==> src/rtl/cu_pkg.sv <==
// Shared opcodes, ALU codes, FSM states and instruction classes
// for the multi-cycle control unit.
package cu_pkg;

  localparam logic [3:0] OP_ADD   = 4'b0000;
  localparam logic [3:0] OP_SUB   = 4'b0100;
  localparam logic [3:0] OP_LOAD  = 4'b1000;
  localparam logic [3:0] OP_STORE = 4'b1001;
  localparam logic [3:0] OP_JUMP  = 4'b1100;

  localparam logic [3:0] ALU_ADD = 4'b1000;
  localparam logic [3:0] ALU_SUB = 4'b0100;

  typedef enum logic [1:0] {
    FETCH  = 2'd0,
    DECODE = 2'd1,
    EXEC   = 2'd2,
    MEM    = 2'd3
  } state_e;

  typedef enum logic [2:0] {
    CL_NOP,
    CL_ALU,
    CL_LOAD,
    CL_STORE,
    CL_JUMP,
    CL_BRANCH
  } cls_e;

  // 1101, 1110 and 1111 are compare-and-branch; 1100 is JUMP
  function automatic logic is_branch(
    input logic [3:0] op
  );
    return (op[3:2] == 2'b11) &&
           (op[1:0] != 2'b00);
  endfunction

endpackage

==> src/rtl/multicycle_control_if.sv <==
// Instruction-fetch and data-RAM handshake bundle
// between the control unit (master) and memories (slave).
interface multicycle_control_if #(
  parameter int INSTR_W = 16,
  parameter int ADDR_W  = 8
);

  logic [INSTR_W-1:0] instr;
  logic               instr_valid;
  logic               instr_req;
  logic               ram_ready;
  logic               ram_read;
  logic               ram_write;
  logic [ADDR_W-1:0]  ram_adr;

  modport master (
    input  instr,
    input  instr_valid,
    input  ram_ready,
    output instr_req,
    output ram_read,
    output ram_write,
    output ram_adr
  );

  modport slave (
    output instr,
    output instr_valid,
    output ram_ready,
    input  instr_req,
    input  ram_read,
    input  ram_write,
    input  ram_adr
  );

endinterface

==> src/rtl/cu_decode.sv <==
// Opcode to instruction class and ALU code.
// STORE decodes only when CU_STORE_EN is defined.
module cu_decode
  import cu_pkg::*;
(
  input  logic [3:0] op_i,
  output cls_e       cls_o,
  output logic [3:0] alu_code_o
);

  always_comb begin
    cls_o      = CL_NOP;
    alu_code_o = 4'b0000;
    unique case (1'b1)
      (op_i == OP_ADD): begin
        cls_o      = CL_ALU;
        alu_code_o = ALU_ADD;
      end
      (op_i == OP_SUB): begin
        cls_o      = CL_ALU;
        alu_code_o = ALU_SUB;
      end
      (op_i == OP_LOAD): cls_o = CL_LOAD;
`ifdef CU_STORE_EN
      (op_i == OP_STORE): cls_o = CL_STORE;
`endif
      (op_i == OP_JUMP): cls_o = CL_JUMP;
      is_branch(op_i): begin
        cls_o      = CL_BRANCH;
        alu_code_o = op_i;
      end
      default: ;
    endcase
  end

endmodule

==> src/rtl/multicycle_control.sv <==
// Multi-cycle FETCH/DECODE/EXEC/MEM control unit with retire counter.
// Define CU_STORE_EN to enable STORE (opcode 1001) and ram_write.
module multicycle_control
  import cu_pkg::*;
#(
  parameter int REG_AW = 2,
  parameter int ADDR_W = 8,
  parameter int CNT_W  = 16
) (
  input  logic                    clk,
  input  logic                    rst,
  multicycle_control_if.master    bus_if,
  input  logic                    branch_check_i,
  output logic [3:0]              alu_code_o,
  output logic                    reg_read_o,
  output logic                    reg_write_o,
  output logic [REG_AW-1:0]       reg1_o,
  output logic [REG_AW-1:0]       reg2_o,
  output logic                    pc_inc_o,
  output logic                    pc_jump_o,
  output logic                    pc_branch_o,
  output logic                    busy_o,
  output logic [CNT_W-1:0]        retired_o
);

  localparam int INSTR_W = 4 + 2*REG_AW + ADDR_W;

  state_e             state_q, state_d;
  logic [INSTR_W-1:0] ir_q, ir_d;
  logic [CNT_W-1:0]   cnt_q, cnt_d;

  logic [3:0]        op;
  logic [ADDR_W-1:0] adr;
  cls_e              cls;
  logic [3:0]        dec_alu;

  logic              req;
  logic              ram_rd;
  logic              ram_wr;
  logic [ADDR_W-1:0] ram_adr;
  logic              retire;

  assign op  = ir_q[INSTR_W-1 -: 4];
  assign adr = ir_q[ADDR_W-1:0];

  cu_decode u_dec (
    .op_i       (op),
    .cls_o      (cls),
    .alu_code_o (dec_alu)
  );

  always_ff @(posedge clk) begin
    if (rst) begin
      state_q <= FETCH;
      ir_q    <= '0;
      cnt_q   <= '0;
    end else begin
      state_q <= state_d;
      ir_q    <= ir_d;
      cnt_q   <= cnt_d;
    end
  end

  always_comb begin
    state_d     = state_q;
    ir_d        = ir_q;
    req         = 1'b0;
    ram_rd      = 1'b0;
    ram_wr      = 1'b0;
    ram_adr     = '0;
    alu_code_o  = '0;
    reg_read_o  = 1'b0;
    reg_write_o = 1'b0;
    reg1_o      = '0;
    reg2_o      = '0;
    pc_inc_o    = 1'b0;
    pc_jump_o   = 1'b0;
    pc_branch_o = 1'b0;
    busy_o      = 1'b0;
    if (state_q != FETCH) begin
      reg1_o  = ir_q[ADDR_W+REG_AW +: REG_AW];
      reg2_o  = ir_q[ADDR_W +: REG_AW];
      ram_adr = adr;
      busy_o  = 1'b1;
    end
    unique case (state_q)
      FETCH: begin
        req = 1'b1;
        if (bus_if.instr_valid) begin
          ir_d    = bus_if.instr;
          state_d = DECODE;
        end
      end
      DECODE: begin
        reg_read_o = 1'b1;
        state_d    = EXEC;
      end
      EXEC: begin
        state_d = FETCH;
        unique case (cls)
          CL_ALU: begin
            alu_code_o  = dec_alu;
            reg_write_o = 1'b1;
            pc_inc_o    = 1'b1;
          end
          CL_LOAD,
          CL_STORE: state_d = MEM;
          CL_JUMP: pc_jump_o = 1'b1;
          CL_BRANCH: begin
            alu_code_o  = dec_alu;
            pc_branch_o = branch_check_i;
            pc_inc_o    = !branch_check_i;
          end
          default: pc_inc_o = 1'b1;
        endcase
      end
      MEM: begin
        if (cls == CL_LOAD) begin
          ram_rd = 1'b1;
          if (bus_if.ram_ready) begin
            reg_write_o = 1'b1;
            pc_inc_o    = 1'b1;
            state_d     = FETCH;
          end
`ifdef CU_STORE_EN
        end else if (cls == CL_STORE) begin
          ram_wr = 1'b1;
          if (bus_if.ram_ready) begin
            pc_inc_o = 1'b1;
            state_d  = FETCH;
          end
`endif
        end else begin
          state_d = FETCH;
        end
      end
      default: state_d = FETCH;
    endcase
    // hold every output low while reset is asserted
    if (rst) begin
      req         = 1'b0;
      ram_rd      = 1'b0;
      ram_wr      = 1'b0;
      ram_adr     = '0;
      alu_code_o  = '0;
      reg_read_o  = 1'b0;
      reg_write_o = 1'b0;
      reg1_o      = '0;
      reg2_o      = '0;
      pc_inc_o    = 1'b0;
      pc_jump_o   = 1'b0;
      pc_branch_o = 1'b0;
      busy_o      = 1'b0;
    end
  end

  assign retire = pc_inc_o | pc_jump_o | pc_branch_o;
  assign cnt_d  = retire ? cnt_q + 1'b1 : cnt_q;

  assign retired_o        = rst ? '0 : cnt_q;
  assign bus_if.instr_req = req;
  assign bus_if.ram_read  = ram_rd;
  assign bus_if.ram_write = ram_wr;
  assign bus_if.ram_adr   = ram_adr;

endmodule
==> src/flat_wrapper.sv <==
// flat-port wrapper written by rule: the top's interface ports become plain ports
module multicycle_control_flat import cu_pkg::*;
#(
  parameter int REG_AW = 2,
  parameter int ADDR_W = 8,
  parameter int CNT_W  = 16
)
  (clk, rst, branch_check_i, alu_code_o, reg_read_o, reg_write_o, reg1_o, reg2_o, pc_inc_o, pc_jump_o, pc_branch_o, busy_o, retired_o, bus_if_instr, bus_if_instr_valid, bus_if_ram_ready, bus_if_instr_req, bus_if_ram_read, bus_if_ram_write, bus_if_ram_adr);
  multicycle_control_if #(.ADDR_W(ADDR_W)) bus_if_i ();
  input  logic clk;
  input  logic rst;
  input  logic branch_check_i;
  output logic [3:0] alu_code_o;
  output logic reg_read_o;
  output logic reg_write_o;
  output logic [REG_AW-1:0] reg1_o;
  output logic [REG_AW-1:0] reg2_o;
  output logic pc_inc_o;
  output logic pc_jump_o;
  output logic pc_branch_o;
  output logic busy_o;
  output logic [CNT_W-1:0] retired_o;
  input wire logic [$bits(bus_if_i.instr)-1:0] bus_if_instr;
  input wire logic [$bits(bus_if_i.instr_valid)-1:0] bus_if_instr_valid;
  input wire logic [$bits(bus_if_i.ram_ready)-1:0] bus_if_ram_ready;
  output wire logic [$bits(bus_if_i.instr_req)-1:0] bus_if_instr_req;
  output wire logic [$bits(bus_if_i.ram_read)-1:0] bus_if_ram_read;
  output wire logic [$bits(bus_if_i.ram_write)-1:0] bus_if_ram_write;
  output wire logic [$bits(bus_if_i.ram_adr)-1:0] bus_if_ram_adr;
  assign bus_if_i.instr = bus_if_instr;
  assign bus_if_i.instr_valid = bus_if_instr_valid;
  assign bus_if_i.ram_ready = bus_if_ram_ready;
  assign bus_if_instr_req = bus_if_i.instr_req;
  assign bus_if_ram_read = bus_if_i.ram_read;
  assign bus_if_ram_write = bus_if_i.ram_write;
  assign bus_if_ram_adr = bus_if_i.ram_adr;
  multicycle_control #(.REG_AW(REG_AW), .ADDR_W(ADDR_W), .CNT_W(CNT_W)) u_core (.clk(clk), .rst(rst), .bus_if(bus_if_i), .branch_check_i(branch_check_i), .alu_code_o(alu_code_o), .reg_read_o(reg_read_o), .reg_write_o(reg_write_o), .reg1_o(reg1_o), .reg2_o(reg2_o), .pc_inc_o(pc_inc_o), .pc_jump_o(pc_jump_o), .pc_branch_o(pc_branch_o), .busy_o(busy_o), .retired_o(retired_o));
endmodule
==> config.mk <==
export PLATFORM = sky130hd
export DESIGN_NAME = multicycle_control_flat
export DESIGN_NICKNAME = d
export VERILOG_FILES = /design/src/rtl/cu_pkg.sv /design/src/rtl/multicycle_control_if.sv /design/src/rtl/cu_decode.sv /design/src/rtl/multicycle_control.sv /design/src/flat_wrapper.sv
export SDC_FILE = /design/constraint.sdc
export NUM_CORES = 1
export LEC_CHECK = 0
export BUFFER_PORTS_ARGS = -buffer_cell sky130_fd_sc_hd__buf_2
export CAP_MARGIN = 20
export CORE_MARGIN = 5
export CORE_UTILIZATION = 54
export DETAILED_ROUTE_END_ITERATION = 8
export PLACE_DENSITY = 0.92
export SYNTH_ARGS = -nofsm -noshare
export SYNTH_HDL_FRONTEND = slang
export SYNTH_SLANG_ARGS = --single-unit
==> constraint.sdc <==
create_clock -name clk -period 2.9 [get_ports clk]
set_input_delay 0.29 -clock clk [delete_from_list [all_inputs] [get_ports clk]]
set_output_delay 0.29 -clock clk [all_outputs]
set_load 0.03 [all_outputs]
==> impl_metrics.py, run 1 <==
metrics = {
    "layout": {
        "antenna_cells": 0,
        "syn_to_final_growth_pct": 21.1,
        "drive_above_1_share_pct": 31.1,
        "fillCellCount": 303,
        "finalNonFillerCells": 332,
        "fin_nets": 308,
        "layout_commonest_cell": "buf_2",
        "layout_common_cells": "buf_2, nand2_1, dfxtp_1",
    },
    "synthesis": {
        "synth_compound_area_share_pct": 17.6,
        "synthXorXnorAreaFrac_pct": 0.472,
        "synth-simple-area-share_pct": 31.1,
        "async_flop_share_pct": 0,
        "synth_fp_nets": 253,
        "synth_ff_type": "dfxtp_1",
        "avgSynthCellArea_sq_um": 8.04,
        "yosysWarningCount": 0,
        "seq_area_frac_synth_pct": 36.7,
        "syn-cell-area_sq_um": 1860,
        "ys_ff_latch": 34,
        "synthAdderAreaFrac_pct": 0.674,
        "synth_edf_count": 0,
        "ys_types": 40,
        "muxShareOfSynthArea_pct": 8.49,
        "synth_top_family_by_area": "simple AND/OR/NAND/NOR gates",
        "syn_inst": 231,
    },
    "cts": {
        "cts_tree": "yes",
        "hold_buffers": 0,
        "clock_sinks": 34,
        "cts_setup_buffers": 0,
        "clockBufferDepth": 2,
        "worstSkewPairLatency_ns": 0.33,
        "cts_resized": 0,
        "h-tree-depth": 2,
        "cts-buffers-inserted": 5,
        "clk_pin_slew_ns": 0.10,
        "cts-root-buf": "clkbuf_4",
    },
    "power": {
        "powerDensity_nw_per_um2": 441,
        "total_leakage_power_nw": 0.997,
        "peakVddDrop_v": 0.000242,
    },
    "critical_path": {
        "reg2reg_depth": 4,
        "worstPathArrival_ns": 2.09,
        "r2r_end": "u_core.cnt_q[14]",
        "start_kind": "flip-flop",
        "cp-end-kind": "primary output",
        "critPathMaxFanout": 15,
        "reg2reg_setup_slack_ns": 0.62,
        "r2r_start": "u_core.ir_q[15]",
        "required_ns": 2.61,
        "criticalPathCategory": "reg2out",
    },
    "floorplanning": {
        "io_pins": 62,
        "initial_core_util_pct": 55.6,
        "die_w_um": 68.6,
        "rows": 21,
        "die_h_um": 68.6,
        "die_area_sq_um": 4710,
        "coreArea_sq_um": 3340,
    },
    "min_path": {
        "hold_path_end": "u_core.ir_q[15]",
        "min_path_cells": 3,
        "hold_path_class": "in2reg",
        "hold_start": "bus_if_instr[15]",
    },
    "place": {
        "gp_congestion": 0.892,
        "dp_cells": 325,
        "io_buffers": 60,
        "dpl.hpwl_um": 3170,
    },
    "sta": {
        "clock_skew_ns": 0.0122,
        "setup_viol": 0,
        "tightest_slew_ns": 0.726,
        "finalSetupTns_ns": 0,
        "hold_slack_ns": 0.181,
        "fmax_mhz": 421,
        "maxSlewViolCount": 0,
        "finalCriticalPeriod_ns": 2.38,
        "finalCritPeriodShare_pct": 82.0,
        "rsz0062_at_grt": "no",
        "relSlewSlack_pct": 51.4,
        "hold_viol_final": 0,
    },
    "route": {
        "wl_per_cell_um": 12.5,
        "first_pass_iters": 4,
        "routed_wl_um": 4140,
        "vias_per_cell": 5.20,
        "drtIter0Drc": 79,
        "vias": 1727,
        "drcViolationCount": 0,
        "drt.antenna.violating_nets": 0,
    },
    "grt": {
        "grt_overflow_total": 0,
        "grt_pass1_wl_um": 6730,
        "grt_start_max_net_pins": 37,
        "antenna_found_initial": 0,
        "grt_usage_pct": 18.8,
        "grt_pass1_vias": 1605,
    },
    "job": {
        "drv_cap": 0,
    },
    "run_status": {
        "status": "finished clean",
    },
}
-- through the flow --
step | instance area (sq um) | power (mW) | utilization (%) | worst slack [ns]
global route | 2250 | 1.04 | 67.4 | 0.413
CTS | 2250 | 0.995 | 67.4 | 0.521
finish | 2250 | 0.991 | 67.4 | 0.522
global placement | 2170 | 0.645 | 64.9 | 0.724
floorplan | 1860 | 0.611 | - | 0.928
detailed placement | 2170 | 0.649 | 64.9 | 0.655
-- final cells by class --
type	instances	area (sq um)	share of cell area, %
multi-input cells	176	1090	48.4
inverters	7	26.3	1.17
flip-flops and latches	34	681	30.3
clock inverters	1	30.0	1.34
well taps	46	57.6	2.56
clock buffers	6	51.3	2.28
repair buffers	62	315	14.0
-- layer usage --
metal,global-route usage (%),up-vias,routed length [um]
li1,-,898,-
met1,22.7,785,1850
met2,31.8,39,1980
met3,3.24,5,232
met4,9.68,0,65
met5,0,-,0
-- power by group --
| group | internal [mW] | switching (mW) | total, mW |
|---|---|---|---|
| clock | 0.201 | 0.151 | 0.352 |
| combinational | 0.0479 | 0.0857 | 0.134 |
| sequential | 0.485 | 0.0195 | 0.505 |
-- critical path: stages, from the launching register on --
cell	delay (ns)
dfxtp_1	0.49
nand4bb_1	0.20
a2111o_1	0.70
nand2_1	0.15
buf_2	0.21
-- state kept, by name, indices dropped and copies added, names as in the netlist --
register	cells
u_core.cnt_q	16
u_core.state_q	2
u_core.ir_q	16
-- worst max-delay path by stage --
stage | from | to | depth (start not counted)
4_1_cts | u_core.ir_q[15] | pc_inc_o | 4
3_3_place_gp | rst | u_core.cnt_q[15] | 5
5_1_grt | u_core.ir_q[15] | pc_inc_o | 4
3_5_place_dp | u_core.ir_q[15] | u_core.cnt_q[14] | 4
6_report | u_core.ir_q[15] | pc_inc_o | 4
2_1_floorplan | u_core.ir_q[12] | alu_code_o[3] | 3
-- cell families (layout without fill, tap and decap cells) --
logic type      Yosys count  in the layout
compound gates           44             44
simple gates            115            115
xor+xnor                  1              1
flops                    34             34
other cells               1              1
mux                      14             14
fa+ha+maj                 1              1
buf+inv                  21             76
-- cells in the mapped netlist, drive strengths merged, types with 2 or more instances --
| cell type | count | area, sq um |
|---|---|---|
| and4 | 2 | 17.5 |
| buf | 4 | 25.0 |
| nand4 | 2 | 12.5 |
| nor2 | 17 | 63.8 |
| o21ai | 4 | 20.0 |
| nand3 | 5 | 25.0 |
| and3 | 3 | 18.8 |
| nor3b | 2 | 20.0 |
| clkbuf | 10 | 37.5 |
| a2111oi | 4 | 60.1 |
| mux2 | 14 | 158 |
| nor2b | 11 | 68.8 |
| and2 | 17 | 106 |
| a21boi | 3 | 22.5 |
| dfxtp | 34 | 681 |
| a21oi | 21 | 105 |
| nand2 | 44 | 165 |
| a211oi | 6 | 65.1 |
| inv | 7 | 26.3 |
| nor3 | 5 | 25.0 |
| nand2b | 2 | 12.5 |
(Power assumes the default switching activity.)
==> run 2, diff against run 1 <==
- CORE_UTILIZATION: 54 -> 50
- PLACE_DENSITY: 0.92 -> 0.86
- clock period: 2.9 -> 2.2 ns (I/O delays scaled with it)
==> run 2 against run 1 <==
Effect of this change:
- first-iteration DRC count rose by 80%
- sequential share of layout area shrank 0.91 points
- count of clock-buffer cells in the layout up 1
- sequential cell count unchanged
- cell count increased by 2.7%
- highest routed layer unchanged
==> impl_metrics.py, run 2 (synthesis gave the netlist of run 1 again) <==
metrics = {
    "cts": {
        "clockBufferDepth": 2,
        "hold_buffers": 0,
        "cts-root-buf": "clkbuf_8",
        "clk_pin_slew_ns": 0.07,
        "cts-buffers-inserted": 5,
        "clock_sinks": 34,
        "worstSkewPairLatency_ns": 0.29,
        "h-tree-depth": 2,
        "cts_tree": "yes",
    },
    "place": {
        "dpl.hpwl_um": 3360,
        "postPlaceCellArea_sq_um": 2210,
        "preCtsSetupSlack_ns": 0.168,
        "io_buffers": 60,
        "gp_congestion": 0.817,
    },
    "route": {
        "drtIter0Drc": 142,
        "drt.antenna.violating_nets": 0,
        "drcViolationCount": 0,
        "vias": 1801,
        "wl_per_cell_um": 13.4,
        "vias_per_cell": 5.28,
        "routed_wl_um": 4590,
        "first_pass_iters": 4,
    },
    "layout": {
        "final_area_sq_um": 2320,
        "reg.largest.list": "u_core.cnt_q: 16 flops, u_core.ir_q: 16 flops, u_core.state_q: 2 flops",
        "syn_to_final_growth_pct": 24.9,
        "antenna_cells": 0,
        "seq_area_sq_um": 681,
        "layout_common_cells": "buf_2, nand2_1, dfxtp_1",
        "fillCellCount": 318,
        "fin_nets": 314,
        "multiInputGateArea_sq_um": 1100,
        "drive_above_1_share_pct": 32.4,
        "layout_commonest_cell": "buf_2",
    },
    "power": {
        "total_leakage_power_nw": 1.03,
        "powerDensity_nw_per_um2": 570,
        "peakVddDrop_v": 0.000353,
    },
    "floorplanning": {
        "die_w_um": 70.9,
        "rows": 22,
        "coreArea_sq_um": 3630,
        "die_h_um": 70.9,
        "die_area_sq_um": 5030,
        "io_pins": 62,
        "initial_core_util_pct": 51.1,
    },
    "sta": {
        "finalCriticalPeriod_ns": 2.07,
        "setup_viol": 0,
        "clock_skew_ns": 0.00737,
        "hold_viol_final": 0,
        "relSlewSlack_pct": 63.6,
        "rsz0062_at_grt": "no",
        "finalSetupTns_ns": 0,
        "finalCritPeriodShare_pct": 94.2,
        "fmax_mhz": 482,
        "tightest_slew_ns": 0.545,
        "setup_ws_ns": 0.127,
        "maxSlewViolCount": 0,
    },
    "grt": {
        "antenna_found_initial": 0,
        "grt_pass1_vias": 1567,
        "grt_pass1_wl_um": 7210,
        "grt_start_max_net_pins": 33,
        "grt_overflow_total": 0,
        "grt_usage_pct": 17.9,
    },
    "min_path": {
        "min_path_cells": 3,
        "hold_path_class": "in2reg",
    },
    "critical_path": {
        "start_kind": "flip-flop",
        "reg2reg_depth": 5,
        "critPathMaxFanout": 15,
        "criticalPathCategory": "reg2reg",
        "required_ns": 2.38,
        "worstPathArrival_ns": 2.25,
        "cp-end-kind": "flip-flop",
    },
    "job": {
        "drv_cap": 0,
    },
    "run_status": {
        "status": "finished clean",
    },
}
-- run 2: final timing paths --
kind	startpoint	endpoint	slack, ns
max	u_core.ir_q[12]	u_core.cnt_q[15]	0.13
min	bus_if_instr[15]	u_core.ir_q[15]	0.17
max reg2reg	u_core.ir_q[12]	u_core.cnt_q[15]	0.13
min reg2reg	u_core.ir_q[11]	u_core.ir_q[11]	0.45
-- run 2: timing repair --
action,4_1_cts,5_1_grt
endpoints found under the setup margin,0,1
buffers inserted,0,0
resized for setup,0,1
-- run 2: cell type report --
cell class / instances / area share [%]
inverter: 7 / 1.13
timing repair buffer: 68 / 15.5
multi-input combinational: 176 / 47.4
clock inverter: 1 / 0.216
sequential: 34 / 29.4
clock buffer: 7 / 3.72
tap: 48 / 2.59
-- run 2: where the power goes --
group,internal [mW],switching [mW],total [mW]
Sequential,0.640,0.0209,0.661
Clock,0.252,0.215,0.467
Combinational,0.0714,0.122,0.194
-- run 2: critical path, stage by stage (launching register included) --
cell and delay [ns]:
dfxtp_1 0.37, nand4bb_1 0.25, a2111o_1 0.44, buf_4 0.21, a2111oi_2 0.34, mux2_1 0.35
-- run 2: metal layers --
| metal | GRT usage [%] | part of all wire [%] |
|---|---|---|
| met1 | 21.9 | 42 |
| met4 | 7.31 | 1.5 |
| met2 | 29.0 | 50 |
| met5 | 0 | 0 |
| met3 | 5.82 | 6.2 |
-- run 2: stage by stage --
step / total power [mW] / cells / hold WS, ns / utilization [%]
after detailed placement: 0.866 / 333 / 0.442 / 61.0
after global routing: 1.38 / 341 / 0.161 / 63.8
after global placement: 0.860 / 333 / 0.438 / 61.0
after CTS: 1.33 / 341 / 0.161 / 63.5
final: 1.32 / 341 / 0.166 / 63.8
after floorplan: 0.805 / 231 / 0.356 / -
==> run 3, diff against run 2 <==
- SETUP_SLACK_MARGIN: default -> 0.3
==> run 3 against run 2 <==
Effect of this change:
- count of clock-buffer cells in the layout unchanged
- design area increased by 9.9%
- critical path depth is 1 higher
- clock power is 3% higher
- via count is 6.7% higher
- worst setup slack gained 0.033 ns
- routed wire length is 20% higher
- critical path type unchanged
- critical endpoint is now u_core.cnt_q[10]
==> impl_metrics.py, run 3 (synthesis gave the netlist of run 1 again) <==
metrics = {
    "run_status": {
        "status": "finished clean",
    },
    "cts": {
        "worstSkewPairLatency_ns": 0.30,
        "hold_buffers": 0,
        "cts-buffers-inserted": 5,
        "cts_tree": "yes",
        "clk_pin_slew_ns": 0.08,
        "clock_sinks": 34,
        "h-tree-depth": 2,
        "cts-root-buf": "clkbuf_8",
        "clockBufferDepth": 2,
    },
    "route": {
        "first_pass_iters": 4,
        "wl_per_cell_um": 15.7,
        "routed_wl_um": 5500,
        "vias": 1922,
        "vias_per_cell": 5.49,
        "drcViolationCount": 0,
        "drt.antenna.violating_nets": 0,
        "drtIter0Drc": 172,
    },
    "power": {
        "powerDensity_nw_per_um2": 536,
        "total_leakage_power_nw": 1.09,
        "peakVddDrop_v": 0.000343,
    },
    "sta": {
        "finalSetupTns_ns": 0,
        "finalCritPeriodShare_pct": 92.7,
        "finalCriticalPeriod_ns": 2.04,
        "relSlewSlack_pct": 60.1,
        "rsz0062_at_grt": "yes",
        "maxSlewViolCount": 0,
        "setup_viol": 0,
        "tightest_slew_ns": 0.598,
        "clock_skew_ns": 0.0137,
        "hold_viol_final": 0,
        "fmax_mhz": 490,
    },
    "critical_path": {
        "cp-end-kind": "flip-flop",
        "r2r_end": "u_core.cnt_q[10]",
        "reg2reg_depth": 6,
        "worstPathArrival_ns": 2.23,
        "critPathMaxFanout": 7,
        "crit_start": "u_core.ir_q[13]",
        "r2r_start": "u_core.ir_q[13]",
        "criticalPathCategory": "reg2reg",
        "start_kind": "flip-flop",
        "required_ns": 2.39,
        "endpoint": "u_core.cnt_q[10]",
        "reg2reg_setup_slack_ns": 0.16,
    },
    "place": {
        "gp_congestion": 0.894,
        "dpl.hpwl_um": 3130,
        "io_buffers": 60,
    },
    "job": {
        "drv_cap": 0,
    },
    "floorplanning": {
        "die_h_um": 70.9,
        "die_area_sq_um": 5030,
        "die_w_um": 70.9,
        "io_pins": 62,
        "rows": 22,
        "coreArea_sq_um": 3630,
        "initial_core_util_pct": 51.1,
    },
    "layout": {
        "layout_commonest_cell": "buf_2",
        "antenna_cells": 0,
        "drive_above_1_share_pct": 40.1,
        "layout_common_cells": "buf_2, nand2_1, dfxtp_1",
        "utilization_pct": 70.1,
        "fin_nets": 323,
        "reg.largest.list": "u_core.cnt_q: 16 flops, u_core.ir_q: 16 flops, u_core.state_q: 2 flops",
        "syn_to_final_growth_pct": 37.3,
    },
    "grt": {
        "grt_pass1_vias": 1766,
        "grt_start_max_net_pins": 47,
        "grt_pass1_wl_um": 8100,
        "grt_usage_pct": 19.8,
        "grt_overflow_total": 0,
        "antenna_found_initial": 0,
    },
    "min_path": {
        "hold_path_class": "in2reg",
    },
}
run 3: changes by cell type in the layout (fill, tap and decap cells not counted), sizes merged:
cell  previous run  this run
buf             68        77
run 3: power breakdown:
part	total, mW	switching, mW	internal [mW]
Clock	0.481	0.229	0.252
Sequential	0.661	0.0219	0.640
Combinational	0.223	0.136	0.0872
Total	1.37	0.387	0.979
run 3: final cells by class:
type / instances / area, sq um
fill: 285 / 1080
tap: 48 / 60.1
multi-input combinational: 176 / 1230
clock inverter: 1 / 5.00
clock buffer: 7 / 86.3
sequential: 34 / 696
inverter: 7 / 26.3
timing repair buffer: 77 / 445
run 3: worst min path at each step:
stage | from | to | slack (ns) | cells after the start
detailed placement | u_core.ir_q[8] | u_core.ir_q[8] | 0.44 | 2
global route | bus_if_instr[2] | u_core.ir_q[2] | 0.17 | 3
floorplan | bus_if_instr[0] | u_core.ir_q[0] | 0.36 | 2
CTS | bus_if_instr[15] | u_core.ir_q[15] | 0.17 | 3
finish | bus_if_instr[11] | u_core.ir_q[11] | 0.17 | 3
global placement | u_core.ir_q[4] | u_core.ir_q[4] | 0.44 | 2
run 3: routing by layer:
metal / vias up / share of wire [%] / GRT usage, %
met5: - / 0 / 0
met4: 0 / 2.8 / 9.81
met3: 19 / 6.5 / 4.97
met2: 81 / 48 / 31.5
met1: 892 / 42 / 24.9
li1: 930 / - / -
run 3: stage by stage:
stage | setup slack [ns] | std cells | hold slack [ns] | power [mW] | instance area (sq um)
4_1_cts | 0.223 | 350 | 0.168 | 1.34 | 2430
3_3_place_gp | 0.122 | 331 | 0.438 | 0.858 | 2200
6_report | 0.160 | 350 | 0.165 | 1.37 | 2550
5_1_grt | 0.0782 | 350 | 0.172 | 1.42 | 2550
2_1_floorplan | 0.306 | 231 | 0.356 | 0.806 | 1860
3_5_place_dp | 0.0489 | 331 | 0.442 | 0.863 | 2200
run 3: worst max-delay path: stages, from the launching register on:
cell       delay, ns
dfxtp_4         0.35
nand4bb_4       0.22
a2111o_2        0.47
buf_8           0.17
buf_4           0.14
a211oi_2        0.26
mux2_4          0.33
run 3: what timing repair did:
| action | CTS | global route |
|---|---|---|
| pin swaps | 3 | 5 |
| gates resized for setup | 13 | 27 |
| endpoints found under the setup margin | 13 | 34 |
| setup buffers | 11 | 0 |
